<file path="src/rtl/key_search_ctrl_pkg.sv">
// Shared key width and controller state encoding for the key search controller.
package key_search_ctrl_pkg;

    localparam int unsigned KEY_W = 24;

    typedef enum logic [2:0] {
        ST_IDLE       = 3'd0,
        ST_RUN        = 3'd1,
        ST_DROP       = 3'd2,
        ST_DONE_FOUND = 3'd3,
        ST_DONE_EXH   = 3'd4
    } state_e;

endpackage

</file>
<file path="src/rtl/key_search_ctrl.sv">
// Sequences an arcfour core through an inclusive key range until a key
// decrypts cleanly (found) or the range runs out (exhausted).
module key_search_ctrl
    import key_search_ctrl_pkg::*;
#(
    parameter int unsigned KEY_W = key_search_ctrl_pkg::KEY_W
) (
    input  logic             clk,
    input  logic             reset,
    input  logic             go,
    input  logic [KEY_W-1:0] key_lo,
    input  logic [KEY_W-1:0] key_hi,
    input  logic             abort,
    output logic [KEY_W-1:0] core_key,
    output logic             core_start,
    input  logic             core_finished,
    input  logic             core_terminated,
    output logic             busy,
    output logic             found,
    output logic             exhausted,
    output logic [KEY_W-1:0] found_key,
    output logic [KEY_W:0]   attempts
);

    localparam int unsigned CNT_W = KEY_W + 1;

    state_e             state_q,      state_d;
    logic [KEY_W-1:0]   key_hi_q,     key_hi_d;
    logic [KEY_W-1:0]   core_key_q,   core_key_d;
    logic [KEY_W-1:0]   found_key_q,  found_key_d;
    logic [CNT_W-1:0]   attempts_q,   attempts_d;
    logic               core_start_q, core_start_d;
    logic               busy_q,       busy_d;
    logic               found_q,      found_d;
    logic               exhausted_q,  exhausted_d;

    // Next-state, key/attempt counters and registered status decode.
    always_comb begin
        state_d     = state_q;
        key_hi_d    = key_hi_q;
        core_key_d  = core_key_q;
        found_key_d = found_key_q;
        attempts_d  = attempts_q;

        if (abort) begin
            state_d = ST_IDLE;
        end else begin
            case (state_q)
                ST_IDLE, ST_DONE_FOUND, ST_DONE_EXH: begin
                    if (go) begin
                        attempts_d = '0;
                        if (key_lo <= key_hi) begin
                            state_d    = ST_RUN;
                            core_key_d = key_lo;
                            key_hi_d   = key_hi;
                        end else begin
                            state_d = ST_DONE_EXH;
                        end
                    end
                end
                ST_RUN: begin
                    // Terminated outranks finished; compare before increment so
                    // an all-ones upper bound never wraps the key.
                    if (core_terminated) begin
                        attempts_d = attempts_q + CNT_W'(1);
                        if (core_key_q == key_hi_q) begin
                            state_d = ST_DONE_EXH;
                        end else begin
                            state_d    = ST_DROP;
                            core_key_d = core_key_q + KEY_W'(1);
                        end
                    end else if (core_finished) begin
                        attempts_d  = attempts_q + CNT_W'(1);
                        found_key_d = core_key_q;
                        state_d     = ST_DONE_FOUND;
                    end
                end
                ST_DROP: begin
                    state_d = ST_RUN;
                end
                default: begin
                    state_d = ST_IDLE;
                end
            endcase
        end

        core_start_d = (state_d == ST_RUN);
        busy_d       = (state_d == ST_RUN) || (state_d == ST_DROP);
        found_d      = (state_d == ST_DONE_FOUND);
        exhausted_d  = (state_d == ST_DONE_EXH);
    end

    // State and datapath registers.
    always_ff @(posedge clk or negedge reset) begin
        if (!reset) begin
            state_q      <= ST_IDLE;
            key_hi_q     <= '0;
            core_key_q   <= '0;
            found_key_q  <= '0;
            attempts_q   <= '0;
            core_start_q <= 1'b0;
            busy_q       <= 1'b0;
            found_q      <= 1'b0;
            exhausted_q  <= 1'b0;
        end else begin
            state_q      <= state_d;
            key_hi_q     <= key_hi_d;
            core_key_q   <= core_key_d;
            found_key_q  <= found_key_d;
            attempts_q   <= attempts_d;
            core_start_q <= core_start_d;
            busy_q       <= busy_d;
            found_q      <= found_d;
            exhausted_q  <= exhausted_d;
        end
    end

    assign core_key   = core_key_q;
    assign core_start = core_start_q;
    assign busy       = busy_q;
    assign found      = found_q;
    assign exhausted  = exhausted_q;
    assign found_key  = found_key_q;
    assign attempts   = attempts_q;

endmodule

</file>
<file path="config.mk">
export PLATFORM = sky130hd
export DESIGN_NAME = key_search_ctrl
export DESIGN_NICKNAME = d
export VERILOG_FILES = /design/src/rtl/key_search_ctrl_pkg.sv /design/src/rtl/key_search_ctrl.sv
export SDC_FILE = /design/constraint.sdc
export NUM_CORES = 1
export LEC_CHECK = 0
export BUFFER_PORTS_ARGS = -buffer_cell sky130_fd_sc_hd__buf_2
export CORE_MARGIN = 2
export CORE_UTILIZATION = 40
export CTS_CLUSTER_DIAMETER = 40
export DETAILED_ROUTE_END_ITERATION = 12
export PLACE_DENSITY = 0.64
export SYNTH_ARGS = -nofsm -noshare
export SYNTH_HDL_FRONTEND = slang
export SYNTH_SLANG_ARGS = --single-unit
export TNS_END_PERCENT = 50
</file>
<file path="constraint.sdc">
create_clock -name clk -period 6.4 [get_ports clk]
set_input_delay 0.32 -clock clk [delete_from_list [all_inputs] [get_ports clk]]
set_output_delay 0.32 -clock clk [all_outputs]
set_load 0.02 [all_outputs]
</file>
==> qor.txt <==
Status = finished, final reports clean
Post-synth EDFFs = 0
DRT iter0 DRCs = 463
WHS Path Cells = 2
Clk_skew = 0.00765 ns
Die area = 15800 sq um
Skew-Pair Late Insertion Delay = 0.36 ns
Number of global-route vias before repair = 4976
Most used DFF post-synth = dfrtp_1
Die Span X = 126 um
Syn Nets = 682
Die Span Y = 126 um
Clock Tree Root = clkbuf_16
Slew margin rel. = 22.2%
Main combinational cell family by area after synthesis = simple AND/OR/NAND/NOR gates
Top-Level Pins = 131
Post-Syn Instances = 602
Initial antenna violation count = 2
Vias = 5215
Drc violations = 0
Vias per Instance = 5.72
Cell count of the worst reg-to-reg path = 7
TritonCTS Buffers = 9
Startpoint types = primary input
Filler Cell Count = 1412
Levels on crit path = 9
Hold/Removal Path Class = in -> reg
Final Hold Fails = 0
Routed len/inst = 17.9 um
Global-route wire length before repair = 26.0 mm
Rows = 44
Grt total ovfl = 0
Crit-path leading delay family = simple AND/OR/NAND/NOR gates
R2R setup slack = 3.68 ns
Compound-Gate Fraction of Synth Area = 14.9%
Port Buf Inserts = 130
Endpoints failing setup = 0
Mapped cell area = 5940 sq um
Total Power = 2500 uW
Mean post-synth cell area = 9.87 sq um
Crit path from = key_hi[19]
Largest fanout on the critical path = 24
Multi-input logic area = 3050 sq um
Synth Area in Adders = 5.48%
Buf/Inv on CP = 2
Crit path capture = key_hi_q[15]
DPL Wire Length = 12.1 mm
Period minus WS final = 2.93 ns
Core ar. = 14500 sq um
Cell Chain, Critical Path = buf_2, inv_1, ha_1, nand4_1, nor4_1, nand2_1, o21a_1, nor3_4, mux2_2
Setup TNS = 0 ns
WS Path Type = in -> reg
Drt total wl = 16.3 mm
Reg2reg start = core_key[0]
Post-synthesis register bit count = 104
Starting density of the core = 40.9%
Cell Pwr Density = 356 nW/um^2
Maximum VDD drop = 176 uV
Post-synthesis sequential area ratio = 43.8%
CP Data Required Time = 6.64 ns
Routed Antenna Nets = 0
Slew at the pin with the worst max-slew slack = 1.16 ns
Post-synthesis xor/xnor area fraction = 5.31%
First drt pass iteration count = 5
P_leak = 0.00320 uW
Largest net degree at the start of global routing = 77
Distinct cell type count after synthesis = 58
Arrival @ worst endpoint = 3.17 ns
CP endpoint kind = flop
CP max stage cell = nor3_4
Unrepaired setup endpoints after global routing = false
Reg area = 2600 sq um
Synth async-reset ratio = 100%
Clock buffer depth = 2
Post-synthesis mux area share = 9.02%
Max Freq = 341 MHz
R2R Path End = core_key[16]
Fraction of layout cells with a size suffix above 1 = 29.0%
# clock sinks = 104
Area grow syn2layout = 18.0%
Clock-pin slew on the worst setup and hold paths = 0.07 ns
H-tree lvl count = 3
Final Wtd Congestion = 0.892
All-Layer GR Usage = 20.8%
Largest stage delay on the critical path = 0.94 ns
Post-Synth Simple-Gate Area = 16.6%
Fin. max-slew vios = 0
Tcrit/Tclk final = 45.8%
TritonCTS clock tree = built
Final nets = 801
Max Cap Viol = 0
Yosys warns = 0
## state kept, by name, indices dropped and copies added (netlist names), 3 cells and up
name	flops
key_hi_q	24
attempts	25
core_key	24
found_key	24
state_q	3
## worst register-to-register path, stage by stage (launching register included)
cell	delay [ns]
dfrtp_1	0.49
ha_1	0.23
nand3_1	0.19
nor4_2	0.58
nand4_1	0.38
or2_2	0.44
o22ai_1	0.20
a2bb2oi_1	0.09
## report_power, final
part	internal [uW]	switching (uW)
registers	849	230
clock network	284	242
logic	378	514
## Yosys cell counts (all sizes together) (2+ instances only)
cell     number  area, sq um
and2          3         18.8
nor3b         3         33.8
inv          41          154
a31oi        11         83.8
nor4          7         62.6
a21o          4         30.0
mux2         44          495
nor3         19          106
and4          5         46.3
a211oi        3         37.5
and3          6         37.5
nand2        37          139
nand4        23          150
buf          14         82.6
mux2i         4         40.0
xnor2        34          298
ha           26          325
nand2b        5         31.3
nor2         28          113
or3          13         81.3
a2bb2oi      13          114
o22ai        10         68.8
a22oi         3         22.5
o311ai        2         17.5
a21oi        34          170
or2           6         37.5
o21a          2         15.0
dfrtp       104         2600
o21ai        55          275
xor2          2         17.5
nand3        18          100
clkbuf       13         48.8
## kinds of logic after synthesis
kind of cell / after synthesis
simple gates: 177
compound gates: 143
flops: 104
buf+inv: 68
mux: 48
xor+xnor: 36
fa+ha+maj: 26
## routing by layer
metal / vias up / track usage [%] / routed length [um] / part of all wire (%)
li1: 2417 / - / - / -
met2: 231 / 31.5 / 7410 / 45
met1: 2534 / 29.2 / 7220 / 44
met3: 33 / 3.31 / 1210 / 7.4
met5: - / 0 / 0 / 0
met4: 0 / 9.63 / 498 / 3.0
## cell usage in the layout (no fill, tap or decap), types with 4 or more instances in the layout
cell         n
buf_2      129
dfrtp_1    104
o21ai_0     54
inv_1       40
mux2_2      40
nand2_1     37
xnor2_1     34
a21oi_1     34
nor2_1      27
ha_1        26
nand4_1     22
nor3_1      18
nand3_1     16
or3_1       13
a2bb2oi_1   13
a31oi_1     10
o22ai_1      9
clkbuf_16    9
and3_1       6
or2_2        5
nand2b_1     5
buf_4        5
a21o_1       4
nor4_1       4
and4_1       4
mux2i_1      4
mux2_1       4
## repair_timing
| item | in CTS | in global routing |
|---|---|---|
| resized for setup | 0 | 0 |
| hold buffers | 1 | 0 |
| buffers inserted | 0 | 0 |
| hold endpoints to repair | 28 | 0 |
## through the flow
step | cell area, sq um | setup slack [ns] | std cells | utilization (%) | hold WS, ns
after floorplan | 5940 | 4.01 | 602 | - | 0.0244
after global placement | 6720 | 3.27 | 893 | 46.2 | 0.259
after detailed placement | 6720 | 3.12 | 893 | 46.2 | 0.273
after CTS | 7010 | 3.49 | 909 | 48.2 | 0.197
after global routing | 7010 | 3.23 | 911 | 48.2 | 0.205
final | 7010 | 3.47 | 911 | 48.2 | 0.212
## layout make-up
class / count / area share, %
Clock buffer: 13 / 3.71
Inverter: 41 / 2.20
Timing Repair Buffer: 135 / 9.89
Multi-Input combinational cell: 430 / 43.5
Clock inverter: 2 / 0.196
Sequential cell: 104 / 37.1
Antenna cell: 2 / 0.0714
Tap cell: 184 / 3.28
## how the worst min path moves through the flow
stage / from / end
6_report: key_hi[16] / key_hi_q[16]
5_1_grt: key_hi[13] / key_hi_q[13]
4_1_cts: key_hi[16] / key_hi_q[16]
3_5_place_dp: reset / found_key[9]
3_3_place_gp: reset / found_key[7]
2_1_floorplan: reset / attempts[0]
Power figures use the tool's default switching activity.
